**config.mk**
```make
export PLATFORM = sky130hd
export DESIGN_NAME = dbg_inject
export DESIGN_NICKNAME = d
export VERILOG_FILES = /design/src/rtl/dbg_inject_pkg.sv /design/src/rtl/uart_rx_byte.sv /design/src/rtl/dbg_inject.sv
export SDC_FILE = /design/constraint.sdc
export NUM_CORES = 1
export LEC_CHECK = 0
export BUFFER_PORTS_ARGS = -buffer_cell sky130_fd_sc_hd__buf_2
export CAP_MARGIN = 20
export CORE_ASPECT_RATIO = 0.5
export CORE_MARGIN = 1.5
export CORE_UTILIZATION = 51
export DETAILED_ROUTE_END_ITERATION = 8
export PLACE_DENSITY = 0.68
export SYNTH_ARGS = -nofsm -noshare
export SYNTH_HDL_FRONTEND = slang
export SYNTH_SLANG_ARGS = --single-unit
export TNS_END_PERCENT = 20
```
**constraint.sdc**
```tcl
create_clock -name clk -period 4 [get_ports clk]
set_input_delay 0.2 -clock clk [delete_from_list [all_inputs] [get_ports clk]]
set_output_delay 0.2 -clock clk [all_outputs]
set_load 0.05 [all_outputs]
```
**src/rtl/dbg_inject_pkg.sv**
```systemverilog
// rtl/dbg_inject_pkg.sv - frame constants, command codes and state encodings for dbg_inject
package dbg_inject_pkg;

  localparam logic [7:0] SYNC_BYTE    = 8'hA5;
  localparam logic [7:0] CMD_SET_HERO = 8'h01;
  localparam logic [7:0] CMD_PULSE    = 8'h02;
  localparam logic [7:0] CMD_RELEASE  = 8'h03;

  typedef enum logic [1:0] {P_IDLE, P_CMD, P_DATA, P_CHK} pstate_e;
  typedef enum logic [1:0] {R_IDLE, R_START, R_DATA, R_STOP} rstate_e;

endpackage

```
**src/rtl/uart_rx_byte.sv**
```systemverilog
// rtl/uart_rx_byte.sv - 8N1 UART byte receiver with 2-flop synchronizer and glitch rejection
module uart_rx_byte
  import dbg_inject_pkg::*;
#(
  parameter int DIV = 234
) (
  input  logic       clk,
  input  logic       rst,
  input  logic       rx_i,
  output logic [7:0] data_o,
  output logic       valid_o,
  output logic       err_o
);

  localparam int CW = $clog2(DIV);

  logic          s1_q, s2_q, prev_q;
  rstate_e       st_q, st_d;
  logic [CW-1:0] cnt_q, cnt_d;
  logic [2:0]    bit_q, bit_d;
  logic [7:0]    sh_q, sh_d;
  logic          valid_d, err_d;

  always_ff @(posedge clk) begin
    if (rst) begin
      s1_q    <= 1'b1;
      s2_q    <= 1'b1;
      prev_q  <= 1'b1;
      st_q    <= R_IDLE;
      cnt_q   <= '0;
      bit_q   <= '0;
      sh_q    <= '0;
      valid_o <= 1'b0;
      err_o   <= 1'b0;
    end else begin
      s1_q    <= rx_i;
      s2_q    <= s1_q;
      prev_q  <= s2_q;
      st_q    <= st_d;
      cnt_q   <= cnt_d;
      bit_q   <= bit_d;
      sh_q    <= sh_d;
      valid_o <= valid_d;
      err_o   <= err_d;
    end
  end

  always_comb begin
    st_d    = st_q;
    cnt_d   = cnt_q + 1'b1;
    bit_d   = bit_q;
    sh_d    = sh_q;
    valid_d = 1'b0;
    err_d   = 1'b0;
    case (st_q)
      R_IDLE: begin
        cnt_d = '0;
        if (prev_q && !s2_q) st_d = R_START;
      end
      R_START: begin
        // Line back high at mid-start means a glitch, not a start bit.
        if (cnt_q == CW'(DIV / 2 - 1)) begin
          cnt_d = '0;
          bit_d = '0;
          st_d  = s2_q ? R_IDLE : R_DATA;
        end
      end
      R_DATA: begin
        if (cnt_q == CW'(DIV - 1)) begin
          cnt_d = '0;
          sh_d  = {s2_q, sh_q[7:1]};
          bit_d = bit_q + 1'b1;
          if (bit_q == 3'd7) st_d = R_STOP;
        end
      end
      R_STOP: begin
        if (cnt_q == CW'(DIV - 1)) begin
          cnt_d   = '0;
          valid_d = s2_q;
          err_d   = !s2_q;
          st_d    = R_IDLE;
        end
      end
      default: st_d = R_IDLE;
    endcase
  end

  assign data_o = sh_q;

endmodule

```
**src/rtl/dbg_inject.sv**
```systemverilog
// rtl/dbg_inject.sv - UART command-frame parser driving hero override and button pulses
// Define DBG_INJECT_CHK_EN to require a trailing XOR checksum byte on every frame.
module dbg_inject
  import dbg_inject_pkg::*;
#(
  parameter int CLK_HZ         = 27_000_000,
  parameter int BAUD           = 115200,
  parameter int PULSE_CYCLES   = 2_700_000,
  parameter int TIMEOUT_CYCLES = 23_400
) (
  input  logic       clk,
  input  logic       rst,
  input  logic       rx_i,
  output logic       ovr_en_o,
  output logic [2:0] heroe_ovr_o,
  output logic [3:0] boton_o,
  output logic       cmd_valid_o,
  output logic       frame_err_o
);

  localparam int DIV = CLK_HZ / BAUD;
  localparam int PW  = $clog2(PULSE_CYCLES + 1);
  localparam int TW  = $clog2(TIMEOUT_CYCLES + 1);

  logic [7:0] rx_data;
  logic       rx_valid, rx_err;

  uart_rx_byte #(.DIV(DIV)) u_rx (
    .clk    (clk),
    .rst    (rst),
    .rx_i   (rx_i),
    .data_o (rx_data),
    .valid_o(rx_valid),
    .err_o  (rx_err)
  );

  pstate_e       p_q, p_d;
  logic [7:0]    cmd_q, cmd_d;
  logic [TW-1:0] to_q, to_d;
  logic [PW-1:0] pc_q, pc_d;
  logic          ovr_q, ovr_d, cv_q, cv_d, fe_q, fe_d, exec;
  logic [2:0]    hero_q, hero_d, ex_hero;
  logic [3:0]    bt_q, bt_d, ex_mask;
  logic          ex_ovr;

`ifdef DBG_INJECT_CHK_EN
  logic [7:0] data_q, data_d;
  assign ex_hero = data_q[2:0];
  assign ex_ovr  = data_q[7];
  assign ex_mask = data_q[3:0];
`else
  assign ex_hero = rx_data[2:0];
  assign ex_ovr  = rx_data[7];
  assign ex_mask = rx_data[3:0];
`endif

  always_ff @(posedge clk) begin
    if (rst) begin
      p_q    <= P_IDLE;
      cmd_q  <= '0;
      to_q   <= '0;
      pc_q   <= '0;
      ovr_q  <= 1'b0;
      hero_q <= '0;
      bt_q   <= '0;
      cv_q   <= 1'b0;
      fe_q   <= 1'b0;
`ifdef DBG_INJECT_CHK_EN
      data_q <= '0;
`endif
    end else begin
      p_q    <= p_d;
      cmd_q  <= cmd_d;
      to_q   <= to_d;
      pc_q   <= pc_d;
      ovr_q  <= ovr_d;
      hero_q <= hero_d;
      bt_q   <= bt_d;
      cv_q   <= cv_d;
      fe_q   <= fe_d;
`ifdef DBG_INJECT_CHK_EN
      data_q <= data_d;
`endif
    end
  end

  always_comb begin
    p_d    = p_q;
    cmd_d  = cmd_q;
    pc_d   = pc_q;
    ovr_d  = ovr_q;
    hero_d = hero_q;
    bt_d   = bt_q;
    cv_d   = 1'b0;
    fe_d   = 1'b0;
    exec   = 1'b0;
    to_d   = (p_q == P_IDLE || rx_valid) ? '0 : to_q + 1'b1;
`ifdef DBG_INJECT_CHK_EN
    data_d = data_q;
`endif
    if (pc_q != '0) begin
      pc_d = pc_q - 1'b1;
      if (pc_q == PW'(1)) bt_d = '0;
    end

    if (rx_err) begin
      fe_d = 1'b1;
      p_d  = P_IDLE;
    end else if (rx_valid) begin
      case (p_q)
        P_IDLE: if (rx_data == SYNC_BYTE) p_d = P_CMD;
        P_CMD: begin
          cmd_d = rx_data;
          p_d   = P_DATA;
        end
`ifdef DBG_INJECT_CHK_EN
        P_DATA: begin
          data_d = rx_data;
          p_d    = P_CHK;
        end
        P_CHK: begin
          p_d = P_IDLE;
          if (rx_data == (SYNC_BYTE ^ cmd_q ^ data_q)) exec = 1'b1;
          else fe_d = 1'b1;
        end
`else
        P_DATA: begin
          exec = 1'b1;
          p_d  = P_IDLE;
        end
`endif
        default: p_d = P_IDLE;
      endcase
    end else if (p_q != P_IDLE && to_q == TW'(TIMEOUT_CYCLES)) begin
      fe_d = 1'b1;
      p_d  = P_IDLE;
      to_d = '0;
    end

    // A new PULSE overrides any pending pulse and restarts its width.
    if (exec) begin
      case (cmd_q)
        CMD_SET_HERO: begin
          hero_d = ex_hero;
          ovr_d  = ex_ovr;
          cv_d   = 1'b1;
        end
        CMD_PULSE: begin
          bt_d = ex_mask;
          pc_d = PW'(PULSE_CYCLES);
          cv_d = 1'b1;
        end
        CMD_RELEASE: begin
          ovr_d  = 1'b0;
          hero_d = '0;
          bt_d   = '0;
          pc_d   = '0;
          cv_d   = 1'b1;
        end
        default: fe_d = 1'b1;
      endcase
    end
  end

  assign ovr_en_o    = ovr_q;
  assign heroe_ovr_o = hero_q;
  assign boton_o     = bt_q;
  assign cmd_valid_o = cv_q;
  assign frame_err_o = fe_q;

endmodule
```
# Yosys cells after proc, flatten, opt, wreduce, memory -nomap -nowiden
# Cells that the tools add are included.
classes:
  n_reduce_logical: 22
  mux: 39
  order_cmp: 0
  n_eq_ne: 20
  n_bitwise: 4
  addsub: 4
  shift: 0
  n_div: 0
  mul: 0
op_table:
  columns: ["cell", "count"]
  rows:
  - ["$mux W15", 4]
  - ["$mux W22", 2]
  - ["$pmux W22 S2", 1]
  - ["$pmux W8 S3", 1]
  - ["$eq A22 B1 Y1 const B", 1]
  - ["$reduce_bool A22 Y1", 1]
  - ["$sub A22 B1 Y22 const B", 1]
  - ["$mux W2", 9]
  - ["$eq A8 B2 Y1 const B", 2]
  - ["$eq A8 B8 Y1 const B", 2]
  - ["$mux W8", 2]
  - ["$add A15 B1 Y15 const B", 1]
  - ["$eq A15 B15 Y1 const B", 1]
  - ["$mux W4", 3]
  - ["$pmux W3 S2", 2]
  - ["$ne A2 B1 Y1 const B", 5]
  - ["$mux W1", 9]
  - ["$add A8 B1 Y8 const B", 1]
  - ["$eq A8 B1 Y1 const B", 1]
  - ["$eq A8 B7 Y1 const B", 1]
  - ["$pmux W2 S4", 1]
  - ["$pmux W4 S2", 1]
  - ["$reduce_bool A2 Y1", 4]
  - ["$eq A2 B2 Y1 const B", 3]
  - ["other kinds (17)", 30]
word_totals:
  elab_cells: 107
  rom_bits: 0
  n_memories: 0
  latch_bits: 0
  register_bits: 83
  in_bits: 3
  output_inout_bits: 10
  ramBits: 0

# Longest topological paths before layout
logic_depth:
  depth_word: 7
  depth_mapped: 8
  ltp_nobuf: 7

# Modules after synthesis
# A second synthesis with hierarchy kept.
unflattened:
  hier_cells: 389
  area_unflattened_um2: 3661.0
by_module_without_submodules:
  columns: ["mod", "cells_each", "seq_area_each_um2", "area_each_um2", "instances"]
  rows:
  - ["dbg_inject", 277, 1141.1, 2511.2, 1]
  - ["uart_rx_byte", 112, 520.5, 1149.9, 1]

# Worst setup path after synthesis
# Ideal clock, no wire load.
synth_path:
  kind: "reg2reg"
  start: "reg pc_q[0]"
  end: "reg pc_q[4]"
  slack_ps: 2175
  arrival_time_ps: 1734
  setup_ps: 91
  synth_period_minus_slack_ps: 1825
  required_ps: 3909
  path_stages_with_launch: 9
  path_buffers: 1
  path_cell_list: "dfxtp_1 inv_1 ha_1 nor4b_4 and4_1 buf_2 a21boi_0 a21oi_1 a311oi_1"
synth_via:
  elab_chain_len: 4
  word_cells_on_any_way: 5
  classes_between: "add/sub: 1; mux: 3; reduce/logical: 1"
synth_lines:
  columns: ["element", "line_no", "text"]
  rows:
  - ["start, declared", "dbg_inject.sv:40", "logic [PW-1:0] pc_q, pc_d;"]
  - ["start signal, assigned", "dbg_inject.sv:75", "pc_q <= pc_d;"]
  - ["$sub A22 B1 Y22 or $reduce_bool A22 Y1 (tied branches)", "dbg_inject.sv:102, dbg_inject.sv:101", null]
  - ["$mux W22 (*)", "dbg_inject.sv:101", "if (pc_q != '0) begin"]
  - ["$pmux W22 S2", "dbg_inject.sv:142", "case (cmd_q)"]
  - ["$mux W22 (*)", "dbg_inject.sv:141", "if (exec) begin"]
# Every way passes the cells marked *; elsewhere a longest branch is shown, timed or not.
# A chain may end at the register's enable or synchronous reset.

# Final worst setup path
layout_path:
  start: "reg pc_q[1]"
  end: "reg pc_q[1]"
# Same word-level chain as after synthesis.

==> flow_summary.json <==
{
  "h-tree-depth": 3,
  "power_density_nw_per_um2": 668,
  "die_x_um": 123,
  "core_sq_um": 6830,
  "overflow": 0,
  "fin_cells": 504,
  "p_sw_share_pct": 34.4,
  "fp.dieH_um": 63.1,
  "place.gp.congestion": 0.831,
  "synthArstFlopShare_pct": 0,
  "synth_edf_count": 0,
  "ant_nets": 0,
  "slew_headroom_pct": 29.9,
  "comb_power_share_pct": 32.3,
  "cts_tree": "done",
  "cp-start-kind": "register",
  "yosysWarnings": 0,
  "pwr-share-clk_pct": 29.3,
  "synth_top_area_share_pct": 45.1,
  "synth_largest_area_cell": "dfxtp_1",
  "synth_seq_cells": 83,
  "port_buffers": 12,
  "clock_skew_ns": 0.00501,
  "worstHoldPathType": "in2reg",
  "yosys-top-cells-count": "83 x dfxtp_1, 68 x nor2_1, 27 x xnor2_1",
  "grt_pass1_vias": 2664,
  "crit_path_max_fanout": 9,
  "first_pass_iters": 4,
  "netlist_instances": 396,
  "crit_required_ns": 4.24,
  "placementRows": 21,
  "r2r-end": "pc_q[1]",
  "crit_type": "reg2reg",
  "hold_viol_final": 0,
  "layout_min_cycle_time_ns": 2.15,
  "whs_ns": 0.0658,
  "worst_pin_slew_ns": 1.05,
  "min_from": "rx_i",
  "status": "complete, no violations",
  "ys_types": 57,
  "ir_drop_v": 0.000304,
  "post-place-cells": 488,
  "clkTransAtPathRegs_ns": 0.06,
  "clock-sinks": 83,
  "avgSynthCellArea_sq_um": 9.30,
  "cts-buffers-inserted": 9,
  "r2r_cells": 6,
  "dieArea_sq_um": 7770,
  "vias": 2809,
  "hold_depth": 2,
  "grt_pass1_wl_um": 12100,
  "clock_latency_ns": 0.33,
  "io_pins": 13,
  "initial_core_util_pct": 53.9,
  "cp-end-kind": "register",
  "synth_area_leaders": "dfxtp_1 45%, nor2_1 6.9%, xnor2_1 6.4%",
  "critPathArrivalTime_ns": 2.38,
  "syn2layout_area_growth_pct": 11.2,
  "cts_root_buf": "clkbuf_16",
  "grt_max_degree": 40,
  "synthesis.nets": 408,
  "routed_wl_um": 6940,
  "drtIter0Drc": 192,
  "seq_power_share_pct": 38.4,
  "max_freq_mhz": 466,
  "grtUsageTotal_pct": 19.8,
  "ctsResizeCount": 0,
  "p_leak_nw": 1.38,
  "antenna_found_initial": 0,
  "r2r-start": "pc_q[1]",
  "final_max_slew_viol_count": 0,
  "r2r_slack_ns": 1.85,
  "hold_end": "u_rx.s1_q",
  "place_ws_ns": 1.86,
  "clk_path_buf_depth": 2,
  "utilization_pct": 60.0,
  "antennaDiodeCount": 0,
  "setup_viol": 0,
  "post-route-period-util_pct": 53.7,
  "yosysSeqAreaShare_pct": 45.1,
  "fin_tns_setup_ns": 0,
  "switchingPower_w": 0.000942,
  "yosysMostFrequentCell": "dfxtp_1",
  "setup_ws_ns": 1.85,
  "drive_gt1_share_pct": 11.7,
  "drv_cap": 0,
  "nets": 419,
  "post_drt_wl_per_cell_um": 13.8,
  "rsz0062_at_grt": "false",
  "cts_setup_buffers": 0,
  "via_per_inst": 5.57,
  "hpwl_um": 4850,
  "hold_buffers": 0,
  "syn_area_sq_um": 3680,
  "drcViolationCount": 0,
  "nFillCells": 592,
  "synth_top_flop_cell": "dfxtp_1",
  "internal-power_w": 0.00179
}
[layout make-up]
type	instances	area [sq um]	area share [%]
Timing Repair Buffer	13	67.6	1.65
Clock buffer	14	254	6.20
Tap cell	92	115	2.81
Inverter	9	33.8	0.825
Clock inverter	2	35.0	0.855
Sequential cell	83	1660	40.6
Multi-Input combinational cell	291	1930	47.1
[power groups by stage]
stage	Clock [W]	Combinational, W	Sequential [W]
3_5_place_dp	0	0.000875	0.00106
5_1_grt	0.000865	0.000981	0.00106
4_1_cts	0.000824	0.000882	0.00105
2_1_floorplan	0	0.000773	0.00104
6_report	0.000803	0.000883	0.00105
3_3_place_gp	0	0.000854	0.00105
[critical path, stage by stage, from the launching register on]
cell,delay [ns]
dfxtp_1,0.33
inv_1,0.08
ha_1,0.25
nor4b_4,0.45
and4_1,0.44
nand2_1,0.20
a211oi_1,0.30
[sequential cells by signal, indices dropped and copies added (netlist names), 2 cells and up, named ones only]
signal,flops
u_rx.data_o,8
cmd_q,8
pc_q,22
to_q,15
p_q,2
u_rx.cnt_q,8
u_rx.bit_q,3
boton_o,4
heroe_ovr_o,3
[worst max-delay path by stage]
stage,startpoint,endpoint,slack [ns],cells past startpoint
finish,pc_q[1],pc_q[1],1.85,6
global route,pc_q[0],pc_q[4],1.59,7
CTS,pc_q[1],pc_q[4],1.85,7
detailed placement,pc_q[1],pc_q[4],1.86,7
global placement,cmd_q[3],boton_o[2],1.95,5
floorplan,pc_q[0],pc_q[4],2.18,8
[kinds of logic after synthesis]
group	Yosys count	synth area share, %
adder cells (fa/ha/maj)	9	3.06
AO/OA/AOI/OAI	53	9.82
XOR/XNOR	35	8.32
buffers and inverters	22	2.68
AND/OR/NAND/NOR	176	26.1
flip-flops	83	45.1
multiplexers	18	4.93
[layer usage]
| layer | GRT usage, % | part of all wire (%) | vias up |
|---|---|---|---|
| met5 | 0 | 0 | - |
| li1 | - | - | 1413 |
| met2 | 32.1 | 46 | 42 |
| met4 | 7.33 | 1.6 | 0 |
| met1 | 24.6 | 48 | 1343 |
| met3 | 6.79 | 3.8 | 11 |
[per-stage QoR]
step | total power (W) | cell area, sq um
floorplan | 0.00181 | 3680
global placement | 0.00191 | 3810
detailed placement | 0.00194 | 3810
CTS | 0.00275 | 4100
global route | 0.00291 | 4100
finish | 0.00274 | 4100
[cells in the final DEF, fill, tap and decap left out, types with 8 or more instances in the layout]
cell type  Yosys  routed
nand2_1       21      21
xor2_1         8       8
a21oi_1       17      17
buf_2          4      12
nand3_1       12      12
nor3_1        17      17
o21ai_0        8       8
inv_1          9       9
xnor2_1       27      27
mux2i_1       17      17
dfxtp_1       83      83
clkbuf_16      0       9
ha_1           9       9
nor2_1        68      68
Power figures use the tool's default switching activity.
